$ cat src/rtl/buffer_reader.sv
// Burst reader: fetches words 0..LAST_ADDR from a synchronous memory and presents each one
// downstream over a valid/ready handshake, pulsing done once the last word is accepted.
module buffer_reader #(
    parameter int unsigned DATA_W    = 8,
    parameter int unsigned LAST_ADDR = 10
) (
    input  logic              clk,
    input  logic              reset,
    input  logic              start,
    output logic              mem_rd_en,
    output logic [3:0]        mem_raddr,
    input  logic [DATA_W-1:0] mem_rdata,
    output logic [DATA_W-1:0] out_data,
    output logic              out_valid,
    input  logic              out_ready,
    output logic              busy,
    output logic              done
);

    localparam logic [3:0] LastAddr = 4'(LAST_ADDR);

    typedef enum logic [2:0] {
        StIdle,
        StFetch,
        StLatch,
        StHold,
        StDone
    } state_e;

    state_e     state_q;
    logic [3:0] addr_q;

    assign mem_raddr = addr_q;

    // All outputs except mem_raddr are registered; each is set on the edge entering the state
    // in which it must be high, so its value always matches the current state.
    always_ff @(posedge clk or negedge reset) begin
        if (!reset) begin
            state_q   <= StIdle;
            addr_q    <= 4'd0;
            mem_rd_en <= 1'b0;
            out_data  <= '0;
            out_valid <= 1'b0;
            busy      <= 1'b0;
            done      <= 1'b0;
        end else begin
            mem_rd_en <= 1'b0;
            done      <= 1'b0;
            case (state_q)
                StIdle: begin
                    if (start) begin
                        state_q   <= StFetch;
                        addr_q    <= 4'd0;
                        mem_rd_en <= 1'b1;
                        busy      <= 1'b1;
                    end
                end
                StFetch: begin
                    state_q <= StLatch;
                end
                StLatch: begin
                    // Memory data is valid in this cycle, one after the read strobe.
                    out_data  <= mem_rdata;
                    out_valid <= 1'b1;
                    state_q   <= StHold;
                end
                StHold: begin
                    if (out_ready) begin
                        out_valid <= 1'b0;
                        if (addr_q == LastAddr) begin
                            state_q <= StDone;
                            done    <= 1'b1;
                        end else begin
                            addr_q    <= addr_q + 4'd1;
                            state_q   <= StFetch;
                            mem_rd_en <= 1'b1;
                        end
                    end
                end
                StDone: begin
                    state_q <= StIdle;
                    busy    <= 1'b0;
                end
                default: begin
                    state_q   <= StIdle;
                    out_valid <= 1'b0;
                    busy      <= 1'b0;
                end
            endcase
        end
    end

endmodule

$ cat config.mk
export PLATFORM = sky130hd
export DESIGN_NAME = buffer_reader
export DESIGN_NICKNAME = d
export VERILOG_FILES = /design/src/rtl/buffer_reader.sv
export SDC_FILE = /design/constraint.sdc
export NUM_CORES = 1
export LEC_CHECK = 0
export CAP_MARGIN = 10
export CORE_MARGIN = 2
export CORE_UTILIZATION = 53
export DETAILED_ROUTE_END_ITERATION = 12
export DONT_BUFFER_PORTS = 1
export GPL_TIMING_DRIVEN = 0
export PLACE_DENSITY = 0.71
export SLEW_MARGIN = 10
export SYNTH_ARGS = -nofsm -noshare
export SYNTH_HDL_FRONTEND = slang
export SYNTH_SLANG_ARGS = --single-unit
export TNS_END_PERCENT = 100
$ cat constraint.sdc
create_clock -name clk -period 1.45 [get_ports clk]
set_input_delay 0.145 -clock clk [delete_from_list [all_inputs] [get_ports clk]]
set_output_delay 0.145 -clock clk [all_outputs]
set_load 0.02 [all_outputs]
==> summary.md <==
| Metric | Value |
|---|---|
| Port Buf Inserts | `0` |
| Total grt overflow | `0` |
| Synth unique cells | `31` |
| Post-DP HPWL | `983 µm` |
| R2R Path End | `mem_raddr[1]` |
| Antenna cells | `0` |
| Core region area | `1520 µm²` |
| Worst EP required | `approximately 1600 ps` |
| CP peak stage delay | `~570 ps` |
| Final hold slack | `around 15 ps` |
| Worst R2R Start | `state_q[0]` |
| Gr usage total | `16.6%` |
| H-tree Lvls | `1` |
| Top delay family on crit path | `simple AND/OR/NAND/NOR gates` |
| RSZ-0062 raised after global routing | `true` |
| Drt pass-1 iters | `3` |
| Die Wd | `between 40 and 50 µm` |
| HP Start | `start` |
| CP Max Fanout | `10` |
| Routed len/inst | `15.4 µm` |
| Crit Path Class | `reg2reg` |
| Critical path endpoint category | `flop` |
| # nets final | `98` |
| Via density per instance | `5.81` |
| Initial Util | `57.4%` |
| Pleak | `0.451 nW` |
| R2R cell count | `4` |
| Worst hold path class | `in2reg` |
| Worst Skew | `4.78 ps` |
| Dominant synthesized flop cell | `dfrtp_1` |
| Crit path DAT | `1570 ps` |
| Clock sink count | `19` |
| Worst rel slew slack | `roughly 45%` |
| Drt total wl | `between 1.5 and 2 mm` |
| Share of layout cells above drive strength 1 | `31.3%` |
| Pins Over Slew Limit | `0` |
| Final Setup Violations | `0` |
| Peak VDD IR | `between 0.0009 and 0.001 V` |
| First-pass GRT wire length | `2.37 mm` |
| Max-cap violations | `0` |
| DIE AREA | `1990 µm²` |
| Yosys Warn Count | `0` |
| Clock Tree Buf Depth | `2` |
| Finished Layout Cells | `99` |
| Detail Route Antenna Nets | `0` |
| Cell Area, Synth | `875 µm²` |
| Worst Max-Slew Pin Slew | `roughly 830 ps` |
| Layout overhead on the synthesized area | `18.3%` |
| CTS buffer count | `3` |
| Cells after synthesis | `69` |
| Clock root cell | `clkbuf_4` |
| RePlAce Congestion | `around 0.73` |
| Crit start category | `flop` |
| I/O Pins | `28` |
| Async S/R FF share, synth | `between 90% and 100%` |
| Fmax | `between 0.7 and 0.8 GHz` |
| Initial antenna violation count | `0` |
| Placed insts | `85` |
| Critical path, cell by cell | `buf_4 -> or4b_4 -> o211ai_2 -> o31ai_1` |
| R2r setup slk | `50 ps` |
| Hold path endpoint | `busy` |
| Final Hold Vio Count | `0` |
| Yosys reg bits | `19` |
| Register area share after synthesis | `around 54%` |
| WP buf/inv | `1` |
| Setup total negative slack | `0 ps` |
| Skew-Pair Late Insertion Delay | `290 ps` |
| Crit-path slowest cell | `or4b_4` |
| Final period util | `96.6%` |
| Syn Area/Cell | `12.7 µm²` |
| Reg clk slew, reported paths | `110 ps` |
| Crit path time final | `1400 ps` |
| Via count | `575` |
| Row count | `14` |
| Hold Path Depth | `2` |
| Drt drc | `0` |
| Pin count of the biggest net entering global routing | `20` |
| Syn Nets | `83` |
| Iter 0 DRT Violations | `8` |
| Power per standard cell area | `around 2100 nW/µm²` |
| Status | `complete, no violations` |
| Number of global-route vias before repair | `569` |
| Height of the die | `44.6 µm` |
| CTS tree | `done` |
| Post-synth EDFFs | `0` |
==> cells in the mapped netlist (2+ instances only) <==
master | count | area, µm²
dfrtp_1 | 19 | 475
o21ai_2 | 2 | 17.5
o21ai_0 | 2 | 10.0
a21oi_1 | 3 | 15.0
nor2_1 | 4 | 15.0
nand4b_1 | 2 | 17.5
nand4_1 | 2 | 12.5
ha_1 | 2 | 25.0
inv_1 | 3 | 11.3
nand3_2 | 2 | 20.0
mux2_2 | 8 | 90.1
==> logic make-up (layout without fill, tap and decap cells) <==
kind of cell	after synthesis	count (layout)	synth area share (%)
simple gates	21	21	17.7
flops	19	19	54.4
compound gates	12	12	9.73
mux	9	9	11.4
buf+inv	6	20	3.86
fa+ha+maj	2	2	2.86
==> worst max-delay path by stage <==
stage,start,end,cells after the start,slack [ps]
detailed placement,mem_raddr[0],mem_raddr[1],5,-20
CTS,state_q[1],out_data[5],3,20
global route,mem_raddr[1],mem_raddr[1],4,-20
finish,state_q[0],mem_raddr[1],4,50
global placement,mem_raddr[0],mem_raddr[1],5,-30
floorplan,mem_raddr[0],mem_raddr[1],5,70
==> cell usage in the layout (no fill, tap or decap), drive strengths merged <==
cell type	instances
o31ai	1
mux2i	1
nand4	2
nor2b	1
and2b	1
inv	4
and3b	1
nand2	1
and3	1
buf	3
nor3	2
o21bai	1
clkbuf	4
a21boi	1
nand3b	1
or4b	1
nand3	3
nor2	4
dlygate4sd3	9
a21oi	3
dfrtp	19
and4b	1
ha	2
mux2	8
o211ai	2
nand4b	2
o21ai	4
==> what timing repair did <==
action                     4_1_cts  5_1_grt
gates resized for setup          1        4
buffers inserted                 0        1
hold endpoints to repair        22        5
pin swaps                        0        1
setup endpoints to repair        2       11
hold buffers                     4        5
==> layout make-up <==
class	count	area (µm²)
timing repair buffer	10	110
fill	103	489
clock buffer	4	26.3
tap	16	20.0
inverter	4	15.0
buffer	2	18.8
multi-input combinational	44	367
sequential	19	478
==> flip-flops by register name (all words and copies together), names as in the netlist <==
name / count
busy: 1
done: 1
mem_raddr: 4
mem_rd_en: 1
out_data: 8
out_valid: 1
state_q: 3
==> where the power goes <==
group / total [W] / internal, W / switching, W
registers: 0.00123 / 0.000767 / 0.000464
clock network: 0.000262 / 0.000107 / 0.000155
logic: 0.000679 / 0.000377 / 0.000303
==> layer usage <==
metal,global-route usage [%],routed length (µm)
met5,0,0
met4,6.67,0
met3,6.12,132
met2,26.7,726
met1,20.1,663
==> worst register-to-register path: cells and delay by family, from the launching register on <==
family	cells	cell delay, ps
AO/OA/AOI/OAI	2	170
buffers and inverters	1	170
flip-flops	1	370
AND/OR/NAND/NOR	1	570
==> stage by stage <==
stage	setup WS, ps	utilization [%]	area, µm²	power, W
2_1_floorplan	73.7	-	875	0.00171
3_5_place_dp	-21.6	58.7	895	0.00184
3_3_place_gp	-32.6	58.7	895	0.00181
6_report	48.6	67.9	1030	0.00217
5_1_grt	-23.3	67.9	1030	0.00233
4_1_cts	24.2	63.1	962	0.00212
Note: power is estimated with default switching activity, not from simulation.
==> variant 1 (same settings) <==
Re-encode `state_e` (5 states) as Gray code, 3 bits wide.
--- a/src/rtl/buffer_reader.sv
+++ b/src/rtl/buffer_reader.sv
@@ -21,9 +21,9 @@
 
     typedef enum logic [2:0] {
-        StIdle,
-        StFetch,
-        StLatch,
-        StHold,
-        StDone
+        StIdle  = 3'b000,
+        StFetch = 3'b001,
+        StLatch = 3'b011,
+        StHold  = 3'b010,
+        StDone  = 3'b110
     } state_e;
 
Function: same outputs for any inputs over 10 cycles, from zero or initial values and one cycle with reset low; not proved beyond that.
==> variant 1 against the original RTL <==
Wire length grew 10%; power grew 5.6%; area after synthesis shrank 0.29%; worst hold slack lost 4.1 ps; setup slack lost 16 ps; sequential cell count is the same; sequential share of layout area grew 0.52 points; critical path depth shrank 1; clock skew is essentially flat; design area shrank 0.85%; via count is the same; global-route usage grew 3.0 points; critical endpoint is now out_data[1]; largest cell class unchanged.
==> variant 1: results (changes against the original RTL) <==
Layout
  • Register bank with the most flops: out_data
  • ANT cells: 0 (unchanged)
  • Fin nets: 97 (-1.0%)
  • Max FFs per register: 8 (unchanged)
  • Layout cells sized above 1: 26.83% (-4.5 points)

Routing
  • Drt pass-1 iters: 4 (+1)
  • Vias post-DR: 575 (unchanged)
  • WL per Instance: 17.14 microns (+12%)
  • 1st-iter DRT viols: 9 (+1)

Hold path
  • Hold Crit Class: input pin to register
  • Startpoint of the worst hold path: out_ready
  • Hold path cells: 2 (unchanged)
  • Hold EP: state_q[0]

Place
  • Area after DPL: 892.1 sq um (-0.28%)
  • IO buf count: 0 (unchanged)
  • Routability cong.: 0.7353 (+0.53%)
  • DP HPWL: 1.071 mm (+8.9%)

Setup path
  • Crit path DAT: 1610 ps (+40 ps)
  • Critical path endpoint: out_data[1]
  • Largest fanout on the critical path: 8 (-2)
  • Worst setup startpoint: state_q[0]
  • R2R setup slack: 30 ps (-20 ps)
  • R2R depth: 3 (-1)

Yosys
  • Main synth FF type: dfrtp_1
  • Syn Nets: 83 (unchanged)
  • Async S/R FF share, synth: 100.0% (unchanged)
  • Synth cell count leaders: dfrtp_1, mux2_4, inv_1, o21ai_1
  • Post-synth cell types: 29 (-6.5%)
  • Warnings, synthesis: 0 (unchanged)
  • Seq/Total Area, Yosys: 54.52% (+0.16 points)
  • Synth top area cells: dfrtp_1, mux2_4, o2bb2ai_1

Timing
  • Slew HR: 43.25% (-1.3 points)
  • Hold Slack: 10.97 ps (-4.135 ps)
  • Final clock skew: 4.335 ps (-0.4415 ps)

Global routing
  • Largest net degree at the start of global routing: 20 (unchanged)
  • Initial antenna violation count: 0 (unchanged)
  • GRT Overall Usage: 19.59% (+3.0 points)
  • Number of global-route vias before repair: 629 (+11%)
  • First-pass GRT wire length: 2.787 mm (+17%)

Clock tree
  • Number of buffers created by CTS: 3 (unchanged)
  • Root buffer cell: clkbuf_4
  • Worst-skew pair later-pin latency: 290 ps (about the same)
  • H-tree depth: 1 (unchanged)
  • Worst-path clk slew: 110 ps (about the same)
  • Clk buf depth: 2 (unchanged)

Pwr
  • Internal: 1.337 mW (+7.0%)
  • Maximum VDD drop: 1252 uV (+34%)
  • Leakage: 0.4837 nW (+7.2%)

Run status
  • Status: completed
variant 1: cell families after synthesis:
logic type / share of synthesized area, %
adder cells (fa/ha/maj): 2.869
AND/OR/NAND/NOR: 13.63
AO/OA/AOI/OAI: 10.19
flip-flops: 54.52
multiplexers: 14.92
buffers and inverters: 3.872
variant 1: power by group through the flow:
stage	Clock, mW	Combinational [mW]	Sequential, mW
global route	0.291	0.870	1.28
detailed placement	0	0.725	1.24
floorplan	0	0.636	1.18
global placement	0	0.706	1.23
CTS	0.266	0.791	1.24
finish	0.265	0.786	1.24
variant 1: stage by stage:
step / std cells / setup slack [ps]
2_1_floorplan: 69 / 36.78
5_1_grt: 98 / -2.163
4_1_cts: 98 / 6.788
3_3_place_gp: 85 / -93.36
3_5_place_dp: 85 / -109.1
6_report: 98 / 32.39
variant 1: cell type report:
| cell class | instances | area, sq um |
|---|---|---|
| Inverter | 5 | 18.77 |
| Tap cell | 16 | 20.02 |
| Clock buffer | 3 | 22.52 |
| Clock inverter | 1 | 5.005 |
| Timing Repair Buffer | 11 | 105.1 |
| Sequential cell | 19 | 479.2 |
| Fill cell | 113 | 498.0 |
| Multi-Input combinational cell | 43 | 375.4 |
variant 1: worst max-delay path, stage by stage (launching register included):
cell and delay, ps:
dfrtp_1 450, inv_2 70, or3_4 460, mux2_4 330
variant 1: what timing repair did:
item	CTS	global route
resized for setup	4	3
pin swaps	1	1
endpoints found under the setup margin	14	12
hold buffers	9	0
buffers inserted	1	1
hold endpoints to repair	27	0
variant 1: per-layer routing:
metal	global-route usage, %	part of all wire (%)
met2	31.01	48
met4	7.273	0.77
met3	4.082	4.4
met1	26.39	46
met5	0	0
==> variant 2 (same settings) <==
Made on the original files. Set the parameter `DATA_W` to 10 (it was 8).
--- a/src/rtl/buffer_reader.sv
+++ b/src/rtl/buffer_reader.sv
@@ -2,5 +2,5 @@
 // downstream over a valid/ready handshake, pulsing done once the last word is accepted.
 module buffer_reader #(
-    parameter int unsigned DATA_W    = 8,
+    parameter int unsigned DATA_W    = 10,
     parameter int unsigned LAST_ADDR = 10
 ) (
Ports: changed (resized mem_rdata and out_data); port bits go from 28 to 32. The function was not compared with the original's and may differ.
==> variant 2 against the original RTL <==
Final cell count up 5.1%; critical path type unchanged; design area up 7.1%; power up 8.1%; sequential cell count up 2; via count up 7.3%; wire length up 4.1%; highest routed layer is now met4; first-iteration DRC count down 25%; critical path depth down 1; setup slack better by 11 ps; area after synthesis up 5.6%.
==> variant 2: results (changes against the original RTL) <==
Global routing
  • GRT Overall Usage: 17.01% (+0.40 points)
  • Routing usage on met2: 27.89% (+1.2 points)
  • Largest net degree at the start of global routing: 22 (+10%)
  • Number of global-route vias before repair: 605 (+6.3%)
  • GRT met1 Usage: 19.04% (-1.1 points)
  • Grt met3 use: 5.556% (-0.57 points)
  • First-pass GRT wire length: 2.456 mm (+3.5%)

Clock tree
  • Post-CTS Setup Repair Bufs: 1 (+1)
  • Cts hold-fix bufs: 12 (+8)

Setup path
  • Worst setup startpoint: state_q[2]

Routing
  • WL per Instance: 15.23 microns (-0.93%)
  • Drt pass-1 iters: 4 (+1)
  • Vias per Instance: 5.933 (+2.1%)
  • 1st-iter DRT viols: 6 (-2)

Yosys
  • Synth top area cells: dfrtp_1, mux2_2, ha_1
  • Syn Nets: 87 (+4.8%)
  • Post-synth cell types: 28 (-9.7%)

Pwr
  • Leakage: 0.4793 nW (+6.2%)
  • Maximum VDD drop: 1084 uV (+16%)
  • Internal: 1.361 mW (+8.9%)
  • Seq pwr share: 58.1% (+1.4 points)

Timing
  • Final clock skew: 1.882 ps (-2.895 ps)

Run status
  • Status: completed

Hold path
  • Hold EP: state_q[0]

Layout
  • Fin nets: 104 (+6.1%)
  • Layout cells sized above 1: 27.59% (-3.7 points)

Place
  • DP HPWL: 1.034 mm (+5.2%)
-- variant 2: cell types whose count changed in the layout (fill, tap and decap cells not counted), sizes merged, moves of 2 or more --
cell         change
o21ai            +2
nor2             -2
dlygate4sd3      +3
mux2             +2
dfrtp            +2
-- variant 2: cell families (layout without fill, tap and decap cells) --
family          Yosys count  count (layout)  synth area share, %
buf+inv                   7              23                4.064
fa+ha+maj                 2               2                2.710
mux                      11              11                13.28
compound gates           15              15                10.30
simple gates             15              15                12.74
flops                    21              21                56.91
-- variant 2: stage by stage --
stage / hold WS, ps / setup WS (ps) / area, sq um / setup TNS [ps] / std cells
detailed placement: -150.2 / -0.4855 / 944.7 / -0.4855 / 88
CTS: 45.61 / 37.98 / 1114 / 0 / 105
global placement: -150.2 / 27.73 / 944.7 / 0 / 88
floorplan: -150.6 / 120.3 / 923.4 / 0 / 71
global route: 58.61 / -1.312 / 1109 / -1.312 / 104
finish: 45.24 / 59.63 / 1109 / 0 / 104
-- variant 2: how the worst max path moves through the flow --
stage / endpoint / slack (ps) / cells after the start
6_report: mem_raddr[3] / 60 / 3
4_1_cts: mem_raddr[3] / 40 / 3
3_3_place_gp: out_data[9] / 30 / 2
5_1_grt: mem_raddr[3] / -1 / 3
2_1_floorplan: mem_raddr[3] / 120 / 4
3_5_place_dp: out_data[6] / -0.5 / 3
-- variant 2: layer usage --
metal | vias up | part of all wire, %
met5 | - | 0
met4 | 0 | 0.76
met3 | 2 | 6.8
met2 | 27 | 49
met1 | 302 | 43
li1 | 286 | -
-- variant 2: cell type report --
type	count	area share (%)
Buffer	1	1.016
Sequential cell	21	47.74
Inverter	5	1.693
Multi-Input combinational cell	43	32.51
Clock buffer	3	2.032
Tap cell	17	1.919
Clock inverter	1	0.4515
Timing Repair Buffer	13	12.64
